File: config.mk
export PLATFORM = sky130hd
export DESIGN_NAME = fir_tap_sequencer
export DESIGN_NICKNAME = d
export VERILOG_FILES = /design/src/rtl/fir_pkg.sv /design/src/rtl/fir_delay_line.sv /design/src/rtl/fir_tap_sequencer.sv
export SDC_FILE = /design/constraint.sdc
export NUM_CORES = 1
export LEC_CHECK = 0
export CORE_MARGIN = 5
export CORE_UTILIZATION = 60
export CTS_BUF_LIST = sky130_fd_sc_hd__clkbuf_16
export DETAILED_ROUTE_END_ITERATION = 10
export PLACE_DENSITY_LB_ADDON = 0.2
export SLEW_MARGIN = 20
export SYNTH_ARGS = -nofsm -noshare
export SYNTH_HDL_FRONTEND = slang
export SYNTH_SLANG_ARGS = --single-unit
File: constraint.sdc
create_clock -name clk -period 10.1 [get_ports clk]
set_input_delay 1.01 -clock clk [delete_from_list [all_inputs] [get_ports clk]]
set_output_delay 1.01 -clock clk [all_outputs]
set_load 0.005 [all_outputs]
File: src/rtl/fir_pkg.sv
// Shared types and index helpers for the FIR tap sequencer.
package fir_pkg;

    typedef enum logic [1:0] {
        CLEAR = 2'd0,
        IDLE  = 2'd1,
        RUN   = 2'd2
    } seq_state_t;

    // Delay-line slot holding x[n-k]; explicit wrap so non-power-of-2 depths work.
    function automatic int unsigned tap_idx(
        input int unsigned newest,
        input int unsigned k,
        input int unsigned ntaps
    );
        return (newest >= k) ? (newest - k) : (newest + ntaps - k);
    endfunction

endpackage

File: src/rtl/fir_delay_line.sv
// Circular sample buffer: one write port, one clear-write port, combinational read.
module fir_delay_line #(
    parameter int unsigned DW    = 24,
    parameter int unsigned NTAPS = 16
) (
    input  logic                     clk,
    input  logic                     wr_en,
    input  logic [$clog2(NTAPS)-1:0] wr_addr,
    input  logic [DW-1:0]            wr_data,
    input  logic                     clr_en,
    input  logic [$clog2(NTAPS)-1:0] clr_addr,
    input  logic [$clog2(NTAPS)-1:0] rd_addr,
    output logic [DW-1:0]            rd_data
);

    logic [DW-1:0] mem [NTAPS];

    // Contents are zeroed by the sequencer's clear sweep, so no reset here.
    always_ff @(posedge clk) begin
        if (clr_en) begin
            mem[clr_addr] <= '0;
        end else if (wr_en) begin
            mem[wr_addr] <= wr_data;
        end
    end

    assign rd_data = mem[rd_addr];

endmodule

File: src/rtl/fir_tap_sequencer.sv
// Turns each input sample into one frame of NTAPS (sample, coefficient) pairs for the Macc.
module fir_tap_sequencer
    import fir_pkg::*;
#(
    parameter int unsigned DW    = 24,
    parameter int unsigned CW    = 18,
    parameter int unsigned NTAPS = 16
) (
    input  logic                     clk,
    input  logic                     rst,
    input  logic [DW-1:0]            s_axis_tdata,
    input  logic                     s_axis_tvalid,
    output logic                     s_axis_tready,
    input  logic                     coef_wr_en,
    input  logic [$clog2(NTAPS)-1:0] coef_wr_addr,
    input  logic [CW-1:0]            coef_wr_data,
    output logic                     coef_wr_ready,
    output logic [DW-1:0]            m_axis_atdata,
    output logic                     m_axis_atvalid,
    input  logic                     m_axis_atready,
    output logic                     m_axis_atlast,
    output logic [CW-1:0]            m_axis_btdata,
    output logic                     m_axis_btvalid,
    input  logic                     m_axis_btready
);

    localparam int unsigned    AW   = $clog2(NTAPS);
    localparam logic [AW-1:0]  LAST = AW'(NTAPS - 1);

    seq_state_t    state, state_n;
    logic [AW-1:0] clr_cnt, clr_cnt_n;
    logic [AW-1:0] wr_ptr, wr_ptr_n;
    logic [AW-1:0] newest, newest_n;
    logic [AW-1:0] k, k_n, k_inc, rd_addr;
    logic          a_pend, a_pend_n, b_pend, b_pend_n;
    logic          idle_q, idle_n;
    logic [DW-1:0] atdata_n, rd_data;
    logic [CW-1:0] btdata_n, coef0_fwd;
    logic          atlast_n;
    logic          s_hs, coef_we, addr_ok, a_hs, b_hs, a_done, b_done;
    logic          clr_en, dl_wr_en;
    logic [CW-1:0] coef [NTAPS];

    assign s_axis_tready  = idle_q;
    assign coef_wr_ready  = idle_q;
    assign m_axis_atvalid = a_pend;
    assign m_axis_btvalid = b_pend;

    assign s_hs    = idle_q && s_axis_tvalid;
    assign coef_we = idle_q && coef_wr_en && addr_ok;
    assign a_hs    = a_pend && m_axis_atready;
    assign b_hs    = b_pend && m_axis_btready;
    assign a_done  = !a_pend || a_hs;
    assign b_done  = !b_pend || b_hs;
    assign k_inc   = (k == LAST) ? '0 : k + AW'(1);
    assign rd_addr = AW'(tap_idx(32'(newest), 32'(k_inc), NTAPS));

    // A write landing in the handshake cycle must reach the first B of that frame.
    assign coef0_fwd = (coef_we && coef_wr_addr == '0) ? coef_wr_data : coef[0];

    if (NTAPS == (32'd1 << AW)) begin : g_pow2
        assign addr_ok = 1'b1;
    end else begin : g_npow2
        assign addr_ok = (32'(coef_wr_addr) < NTAPS);
    end

    fir_delay_line #(
        .DW    (DW),
        .NTAPS (NTAPS)
    ) u_delay (
        .clk      (clk),
        .wr_en    (dl_wr_en),
        .wr_addr  (wr_ptr),
        .wr_data  (s_axis_tdata),
        .clr_en   (clr_en),
        .clr_addr (clr_cnt),
        .rd_addr  (rd_addr),
        .rd_data  (rd_data)
    );

    // Coefficient register file survives reset.
    always_ff @(posedge clk) begin
        if (coef_we) begin
            coef[coef_wr_addr] <= coef_wr_data;
        end
    end

    // Next-state and next-output logic.
    always_comb begin
        state_n   = state;
        clr_cnt_n = clr_cnt;
        wr_ptr_n  = wr_ptr;
        newest_n  = newest;
        k_n       = k;
        a_pend_n  = a_pend;
        b_pend_n  = b_pend;
        atdata_n  = m_axis_atdata;
        btdata_n  = m_axis_btdata;
        atlast_n  = m_axis_atlast;
        clr_en    = 1'b0;
        dl_wr_en  = 1'b0;

        case (state)
            CLEAR: begin
                clr_en = 1'b1;
                if (clr_cnt == LAST) begin
                    clr_cnt_n = '0;
                    state_n   = IDLE;
                end else begin
                    clr_cnt_n = clr_cnt + AW'(1);
                end
            end
            IDLE: begin
                if (s_hs) begin
                    dl_wr_en = 1'b1;
                    newest_n = wr_ptr;
                    k_n      = '0;
                    atdata_n = s_axis_tdata;
                    btdata_n = coef0_fwd;
                    atlast_n = 1'b0;
                    a_pend_n = 1'b1;
                    b_pend_n = 1'b1;
                    state_n  = RUN;
                end
            end
            RUN: begin
                if (a_hs) a_pend_n = 1'b0;
                if (b_hs) b_pend_n = 1'b0;
                // Advance only once both halves of pair k have been taken.
                if (a_done && b_done) begin
                    if (k == LAST) begin
                        wr_ptr_n = (wr_ptr == LAST) ? '0 : wr_ptr + AW'(1);
                        atlast_n = 1'b0;
                        state_n  = IDLE;
                    end else begin
                        k_n      = k_inc;
                        atdata_n = rd_data;
                        btdata_n = coef[k_inc];
                        atlast_n = (k_inc == LAST);
                        a_pend_n = 1'b1;
                        b_pend_n = 1'b1;
                    end
                end
            end
            default: begin
                state_n = CLEAR;
            end
        endcase

        idle_n = (state_n == IDLE);
    end

    always_ff @(posedge clk or posedge rst) begin
        if (rst) begin
            state         <= CLEAR;
            clr_cnt       <= '0;
            wr_ptr        <= '0;
            newest        <= '0;
            k             <= '0;
            a_pend        <= 1'b0;
            b_pend        <= 1'b0;
            idle_q        <= 1'b0;
            m_axis_atdata <= '0;
            m_axis_btdata <= '0;
            m_axis_atlast <= 1'b0;
        end else begin
            state         <= state_n;
            clr_cnt       <= clr_cnt_n;
            wr_ptr        <= wr_ptr_n;
            newest        <= newest_n;
            k             <= k_n;
            a_pend        <= a_pend_n;
            b_pend        <= b_pend_n;
            idle_q        <= idle_n;
            m_axis_atdata <= atdata_n;
            m_axis_btdata <= btdata_n;
            m_axis_atlast <= atlast_n;
        end
    end

endmodule
==> results of run 1 <==
logic make-up after synthesis:
group                      Yosys count  synth area share, %
buffers and inverters              119                1.697
muxes                              214                13.24
adders and majority gates            8               0.3639
DFF                                736                73.66
and+or+nand+nor                    319                5.095
AOI/OAI and AO/OA                  252                5.827
xor gates and xnor gates             4               0.1185
worst max path at each step:
stage	slack (ns)	startpoint	to
floorplan	6.12	k[1]	m_axis_atdata[0]
global placement	3.70	k[0]	m_axis_atdata[12]
detailed placement	3.53	k[0]	m_axis_atdata[12]
CTS	3.49	k[0]	m_axis_atdata[12]
global route	3.50	k[0]	m_axis_atdata[23]
finish	3.84	k[0]	m_axis_atdata[12]
power by group through the flow:
| stage | Sequential, mW | Clock [mW] | Combinational, mW |
|---|---|---|---|
| after global placement | 3.80 | 0 | 3.33 |
| after CTS | 3.75 | 2.64 | 3.43 |
| final | 3.75 | 2.61 | 3.45 |
| after detailed placement | 3.81 | 0 | 3.40 |
| after global routing | 3.77 | 2.78 | 3.71 |
| after floorplan | 3.74 | 0 | 2.33 |
placed cells by master (no fill, tap or decap), types with 31 or more instances in the layout:
cell type                         count
sky130_fd_sc_hd__and3_1              52
sky130_fd_sc_hd__mux2i_1             66
sky130_fd_sc_hd__inv_1               31
sky130_fd_sc_hd__clkbuf_16           74
sky130_fd_sc_hd__a21boi_0            47
sky130_fd_sc_hd__nor2_1              44
sky130_fd_sc_hd__edfxtp_1           672
sky130_fd_sc_hd__clkdlybuf4s50_1     98
sky130_fd_sc_hd__mux4_2             141
sky130_fd_sc_hd__o21ai_0             69
sky130_fd_sc_hd__dfrtp_1             63
sky130_fd_sc_hd__nand2_1            117
sky130_fd_sc_hd__buf_4               33
final cells by class:
| cell class | count | area (um2) | area share (%) |
|---|---|---|---|
| Clock buffer | 74 | 1852 | 5.468 |
| Tap cell | 664 | 830.8 | 2.453 |
| Inverter | 16 | 61.31 | 0.1810 |
| Antenna cell | 1 | 2.502 | 0.007389 |
| Clock inverter | 62 | 450.4 | 1.330 |
| Timing Repair Buffer | 136 | 1329 | 3.923 |
| Multi-Input combinational cell | 797 | 7560 | 22.32 |
| Sequential cell | 736 | 21780 | 64.32 |
sequential cells by signal, indices dropped and copies added, names as in the netlist:
register,flops
m_axis_atvalid,1
coef_wr_ready,1
m_axis_btvalid,1
u_delay.mem,384
newest,4
m_axis_atdata,24
m_axis_atlast,1
clr_cnt,4
coef,288
m_axis_btdata,18
k,4
wr_ptr,4
state,2
per-stage QoR:
stage	total power, mW	setup WS (ns)
after global placement	7.130	3.696
final	9.810	3.841
after global routing	10.26	3.496
after floorplan	6.070	6.116
after CTS	9.818	3.495
after detailed placement	7.205	3.530
critical path: stages, from the launching register on:
cell and delay, ns:
sky130_fd_sc_hd__dfrtp_2 0.34, sky130_fd_sc_hd__buf_4 0.52, sky130_fd_sc_hd__ha_1 0.62, sky130_fd_sc_hd__nand3_1 0.25, sky130_fd_sc_hd__nand2_4 0.42, sky130_fd_sc_hd__clkinv_1 0.68, sky130_fd_sc_hd__ha_4 0.42, sky130_fd_sc_hd__fa_4 1.29
sky130_fd_sc_hd__buf_4 0.54, sky130_fd_sc_hd__mux4_2 0.38, sky130_fd_sc_hd__a21boi_0 0.13, sky130_fd_sc_hd__o21ai_0 0.26, sky130_fd_sc_hd__a41oi_1 0.16
routing by layer:
layer	vias up	share of wire, %	GRT usage, %
li1	6853	-	-
met1	8384	41	38.43
met2	840	47	40.27
met3	112	10	5.637
met4	0	1.9	6.629
met5	-	0	0
==> results.txt, run 1 <==
- In this run the remaining antenna-violating nets after routing total 0.
* Path type of the worst setup path: flop to flop
* Cell area after layout: 33870 um2
- Measured along the y axis, the die boundary spans 232.0 um.
- Vias: 16.19k
* Required time of the worst setup path: 10.51 ns
* Share of power burned in combinational logic: 35.2%
- The analysis attributes to cell leakage a power of 10.88 nW.
* Number of flops mapped to enable cells by yosys: 672
- Register-to-register setup slack: 3.84 ns
- The worst path needs 6.259 ns of the cycle, external delays included.
- The first global-routing pass estimated 103.2 mm of wire.
- Buffers inserted during clock tree synthesis total 74.
* Int Power: 6.557 mW
- Synthesis produced a netlist whose cell count is 1652.
- The pre-antenna-repair detailed-routing pass consisted of 5 iterations.
* Starting density of the core: 60.53%
* I/O pin total: 99
- For hold timing, the worst endpoint is m_axis_atlast.
- The final hold violation count is 0.
- Portion of synthesized cell area occupied by the leading cell type: 68.24%
- Seq/Total Area, Yosys: 73.66%
* Most common library cells after synthesis: 672 x sky130_fd_sc_hd__edfxtp_1, 141 x sky130_fd_sc_hd__mux4_2, 118 x sky130_fd_sc_hd__nand2_1
- FILL cells: 3109
- For this run, the post-layout net count is 1821.
- Buffers inserted by post-CTS timing repair: 0
- The tool flagged a number of max-cap violations equal to 0.
- Pwr dens: 289.6 nW/um2
* Fraction of final layout cells with drive strength greater than 1: 18.45%
- Peak supply drop: 0.2671 mV
- Number of synthesized register bits: 736
- Vias in the first global route: 16.22k
- Worst rel slew slack: 21.65%
* Worst clock skew: 0.01918 ns
* Reg-to-reg endpoint: m_axis_atdata[12]
* Leading post-synthesis cells by cell area: sky130_fd_sc_hd__edfxtp_1 68%, sky130_fd_sc_hd__mux4_2 11%, sky130_fd_sc_hd__dfrtp_1 5.4%
- Once placement finished, the instance area stood at 31520 um2.
* Number of hold buffers added after cts: 0
* Share of flip-flops with an asynchronous set or reset after synthesis: 8.696%
- Final hold analysis gives a worst-case slack of 0.4986 ns.
* Depth of the worst hold-timing path: 2
- Post-synthesis instance area: 29570 um2
- Number of setup violations in the final report: 0
- In the final timing run, aggregate negative setup slack is 0 ns.
- Antenna violations before repair: 1
- Count of cells along the worst register-to-register path: 12
- Kind of start point of the critical path: flop
* PortBufs: 98
* Endpoint arrival time on the critical path: 6.67 ns
- The clock tree synthesis step divided the H-tree into 3 levels.
- Number of DRC violations after detailed routing: 0
- The total area inside the core boundary comes to 48850 um2.
- Global routing used 25.90% of the available tracks.
* Synth Area per Inst: 17.90 um2
* DIE AREA: 53820 um2
* Worst-skew pair later-pin latency: 0.61 ns
* Pins Over Slew Limit: 0
- After legalization and detailed placement, the total HPWL measured 35.84 mm.
- Maximum fanout along the worst path: 46
* Sequential Power Share: 38.2%
- The count of cells in the finished layout, fillers not included, comes to 2486.
- Biggest area consumer among synthesized cells: sky130_fd_sc_hd__edfxtp_1
* Clock Sink Count: 736
* Worst slew pin tran: 1.173 ns
* Die span in x: 232.0 um
- The flow ran to the end, and the final reports show no timing, DRC or antenna violations.
- Achievable clock frequency: 0.1598 GHz
* Count of cells resized by post-cts repair: 0
- The clock network burns 26.6% of the power.
- Root Driver: sky130_fd_sc_hd__clkbuf_16
- At the end of routability-driven placement, the weighted congestion stood at 0.7903.
* Clock slew at the register clock pins of the worst setup and hold paths: 0.06 ns
* CP Capture Type: flop
- For this run, the number of Yosys warnings is 0.
- Mean number of vias per cell: 6.512
- CTS tree: built
- Placed cell count: 2347
* Pin count of the biggest net entering global routing: 97
* Most common flop cell mapped by yosys: sky130_fd_sc_hd__edfxtp_1
- Unique cell type count in the Yosys netlist: 59
- After global routing the overflow that remains totals 0.
* Share of the clock period used by the worst path after layout: 61.97%
- Std cell rows: 81
* Starting DRT DRC Count: 1942
* Library cell with the highest instance count after synthesis: sky130_fd_sc_hd__edfxtp_1
- Synthesis produced a netlist with a net count of 1712.
* Drt wl/cell: 27.65 um
* Net Sw Power: 3.253 mW
* Setup repair after global routing missed its margin: no
- Switch share: 33.16%
* Startpoint of the lowest-slack hold path: m_axis_atlast
- The area growth from synthesis to layout is 14.53%.
- Post-route core utilization: 69.33%
- Clk buf depth: 3
* Worst hold path type: flop to flop
* Source of the worst register-to-register timing path: k[0]
- Total length of routed wires: 68.73 mm
Note: power is estimated with default switching activity, not from simulation.
==> run 2: changes to the inputs <==
- CORE_UTILIZATION: 60 -> 55
- clock period: 10.1 -> 5.4 ns (I/O delays scaled with it)
==> run 2 against run 1 <==
  * Wire length grew 0.99%
  * Sequential power grew 87%
  * Non-clock buffer count grew 27
  * Core utilization shrank 5.7 points
  * Global-route usage shrank 2.2 points
  * Power grew 86%
  * Clock skew grew 0.0064 ns
  * Hold slack lost 0.16 ns
  * Critical endpoint is now m_axis_atdata[23]
==> results.txt, run 2 (synthesis results as in run 1) <==
- Result of the run: completed (unchanged).
- Drt wl/cell: 27.34 um (was 27.65 um)
- The endpoint of the worst-slack reg-to-reg timing path is m_axis_atdata[23] (was m_axis_atdata[12]).
* Clk buf depth: 3 (unchanged)
- Crit path time final: 4.485 ns (was 6.259 ns)
* Register-to-register setup slack: 0.92 ns (was 3.84 ns)
- Count of cells along the worst register-to-register path: 12 (unchanged)
- Worst slew pin tran: 1.104 ns (was 1.173 ns)
- Switch share: 32.97% (was 33.16%)
* Relative area change from synthesis to final layout: 15.04% (was 14.53%)
- The number of buffers created by CTS came to 74 (unchanged).
- Top library cells by usage in the layout, fill and taps aside: 672 x sky130_fd_sc_hd__edfxtp_1, 141 x sky130_fd_sc_hd__mux4_2, 117 x sky130_fd_sc_hd__nand2_1 (unchanged).
* Maximum fanout along the worst path: 40 (was 46)
* Int Power: 12.25 mW (was 6.557 mW)
* Leakage: 10.98 nW (was 10.88 nW)
- The maximum operating frequency is 0.2230 GHz (was 0.1598 GHz).
* Setup repair after global routing missed its margin: no (unchanged)
- Antenna violations before repair: 2 (was 1)
- Required time of the worst setup path: 5.83 ns (was 10.51 ns)
- Root Driver: sky130_fd_sc_hd__clkbuf_16 (unchanged)
* Sum of overflow across all layers after global routing: 0 (unchanged)
- Clock Sink Count: 736 (unchanged)
* Number of routed nets with antenna violations: 0 (unchanged)
- The critical path capture point type was a flop (unchanged).
* Pre-CTS setup slack: 0.9234 ns (was 3.530 ns)
- Source of the worst register-to-register timing path: k[0] (unchanged)
- The highest ir drop seen on vdd came to 0.3374 mV (was 0.2671 mV).
- The total of buffers placed on input and output ports was 98 (unchanged).
- Kind of start point of the critical path: flop (unchanged)
- Post-place instance area: 31770 um2 (was 31520 um2)
- Worst clock skew: 0.02558 ns (was 0.01918 ns)
- Final HPWL DP: 38.67 mm (was 35.84 mm)
- The height of the chip is 241.9 um (was 232.0 um).
* Vias in the first global route: 16.40k (was 16.22k)
- The class of the tightest hold or removal check is input port to async pin (was flop to flop).
- Share of the clock period used by the worst path after layout: 83.05% (was 61.97%)
- Final non-filler cell total: 2539 (was 2486)
- Buffers inserted by post-CTS timing repair: 0 (unchanged)
- The wire length reported by the detailed router is 69.41 mm (was 68.73 mm).
* FILL cells: 3699 (was 3109)
- The normalized max-slew margin was 26.20% (was 21.65%).
- Pin count of the biggest net entering global routing: 51 (was 97)
- Max reg flops: 384 (unchanged)
- Tot Pwr: 18.27 mW (was 9.810 mW)
- The worst slack on hold paths is 0.3371 ns (was 0.4986 ns).
- The slowest cell on the critical path is sky130_fd_sc_hd__fa_4 (unchanged).
- The latest clock arrival within the worst-skew pair is 0.60 ns (was 0.61 ns).
* Fraction of final layout cells with drive strength greater than 1: 19.38% (was 18.45%)
- Ordered list of cells on the worst path: ha_1, nand3_1, nand2_4, clkinv_1, buf_4, ha_4, fa_4, buf_12, mux4_2, a21boi_0, o21ai_0, a41oi_1 (was buf_4, ha_1, nand3_1, nand2_4, clkinv_1, ha_4, fa_4, buf_4, mux4_2, a21boi_0, o21ai_0, a41oi_1).
* Number of hold buffers added after cts: 0 (unchanged)
- The longest individual stage delay on the worst path came to 1.18 ns (was 1.29 ns).
- The width of the die is 241.9 um (was 232.0 um).
- The sequential cell area in the final layout came to 21780 um2 (unchanged).
* Max-cap viol count: 0 (unchanged)
* Pins Over Slew Limit: 0 (unchanged)
- Mean number of vias per cell: 6.368 (was 6.512)
- DIE AREA: 58500 um2 (was 53820 um2)
- The total core area came to 53500 um2 (was 48850 um2).
* Vias: 16.17k (was 16.19k)
- The global-route usage over all layers came to 23.73% (was 25.90%).
* Sequential Power Share: 38.4% (was 38.2%)
* Routability congestion estimate: 0.7782 (was 0.7903)
* Number of levels in the clock H-tree: 3 (unchanged)
- The iteration-0 DRC count of the detailed router was 1607 (was 1942).
- Wire length of the first global-routing pass: 104.5 mm (was 103.2 mm)
- The worst setup margin is 0.9151 ns (was 3.841 ns).
- Clock slew at the register clock pins of the worst setup and hold paths: 0.06 ns (about the same)
* Detailed Routing Iterations Pass 1: 5 (unchanged)
* Placed cell count: 2407 (was 2347)
* Fraction of power consumed by the clock network: 25.9% (was 26.6%)
- The number of nets in the final layout is 1848 (was 1821).
* Net Sw Power: 6.024 mW (was 3.253 mW)
* Number of setup violations in the final report: 0 (unchanged)
- Post-route core utilization: 63.59% (was 69.33%)
- The initial core utilization was 55.28% (was 60.53%).
* Endpoint arrival time on the critical path: 4.91 ns (was 6.67 ns)
* Pwr dens: 537.1 nW/um2 (was 289.6 nW/um2)
- The register with the most flip-flops is u_delay.mem (unchanged).
- CTS tree: built (unchanged)
- Count of cells resized by post-cts repair: 0 (unchanged)
- The area of the multi-input gates was 7545 um2 (was 7560 um2).
* Share of power burned in combinational logic: 35.7% (was 35.2%)
- The residual DRC count was 0 (unchanged).
* Total Negative Setup Slacks: 0 ns (unchanged)
- Top flop regs: u_delay.mem x384, coef x288, m_axis_atdata x24 (unchanged).
* Std cell rows: 85 (was 81)
- The type of the worst setup path is flop to flop (unchanged).
* I/O pin total: 99 (unchanged)
- The final hold violation count was 0 (unchanged).
* Cell area after layout: 34020 um2 (was 33870 um2)
- The commonest non-fill, non-tap cell in the layout is sky130_fd_sc_hd__edfxtp_1 (unchanged).
==> run 2: cell count changes in the layout (fill, tap and decap cells not counted), moves of 2 or more <==
cell and delta:
sky130_fd_sc_hd__clkinv_1 +2, sky130_fd_sc_hd__inv_6 -6, sky130_fd_sc_hd__buf_4 +27, sky130_fd_sc_hd__nor2_2 +4
sky130_fd_sc_hd__nor2_4 -4, sky130_fd_sc_hd__bufinv_16 -3, sky130_fd_sc_hd__clkbuf_16 +2
==> run 2: worst max path at each step <==
stage / slack, ns / cells past startpoint / end / startpoint
after floorplan: 1.42 / 15 / m_axis_atdata[0] / k[1]
after global placement: 0.97 / 12 / m_axis_atdata[8] / k[0]
after detailed placement: 0.92 / 12 / m_axis_atdata[23] / k[0]
after CTS: 0.93 / 12 / m_axis_atdata[23] / k[0]
after global routing: 0.69 / 12 / m_axis_atdata[23] / k[0]
final: 0.92 / 12 / m_axis_atdata[23] / k[0]
==> run 2: layout make-up <==
type	count	share of cell area (%)
Sequential cell	736	64.03
Tap cell	696	2.560
Inverter	16	0.1802
Multi-Input combinational cell	797	22.18
Timing Repair Buffer	163	4.524
Clock inverter	54	0.9269
Clock buffer	76	5.591
Antenna cell	1	0.007356
==> run 2: per-layer routing <==
metal / part of all wire, % / global-route usage [%]
met5: 0 / 0
met4: 2.2 / 6.613
met3: 8.1 / 3.986
met2: 48 / 37.96
met1: 41 / 34.65
==> run 2: worst max-delay path, delay by kind of cell (launching register included) <==
family / cells / cell delay, ns
compound gates: 3 / 0.56
buf+inv: 3 / 0.68
flops: 1 / 0.60
mux: 1 / 0.34
simple gates: 2 / 0.47
fa+ha+maj: 3 / 1.60
==> run 2: power groups by stage <==
stage / Clock [mW] / Sequential (mW) / Combinational (mW)
4_1_cts: 4.78 / 7.02 / 6.55
6_report: 4.73 / 7.02 / 6.52
3_3_place_gp: 0 / 7.11 / 6.48
5_1_grt: 5.04 / 7.07 / 7.06
2_1_floorplan: 0 / 7.00 / 4.35
3_5_place_dp: 0 / 7.13 / 6.52
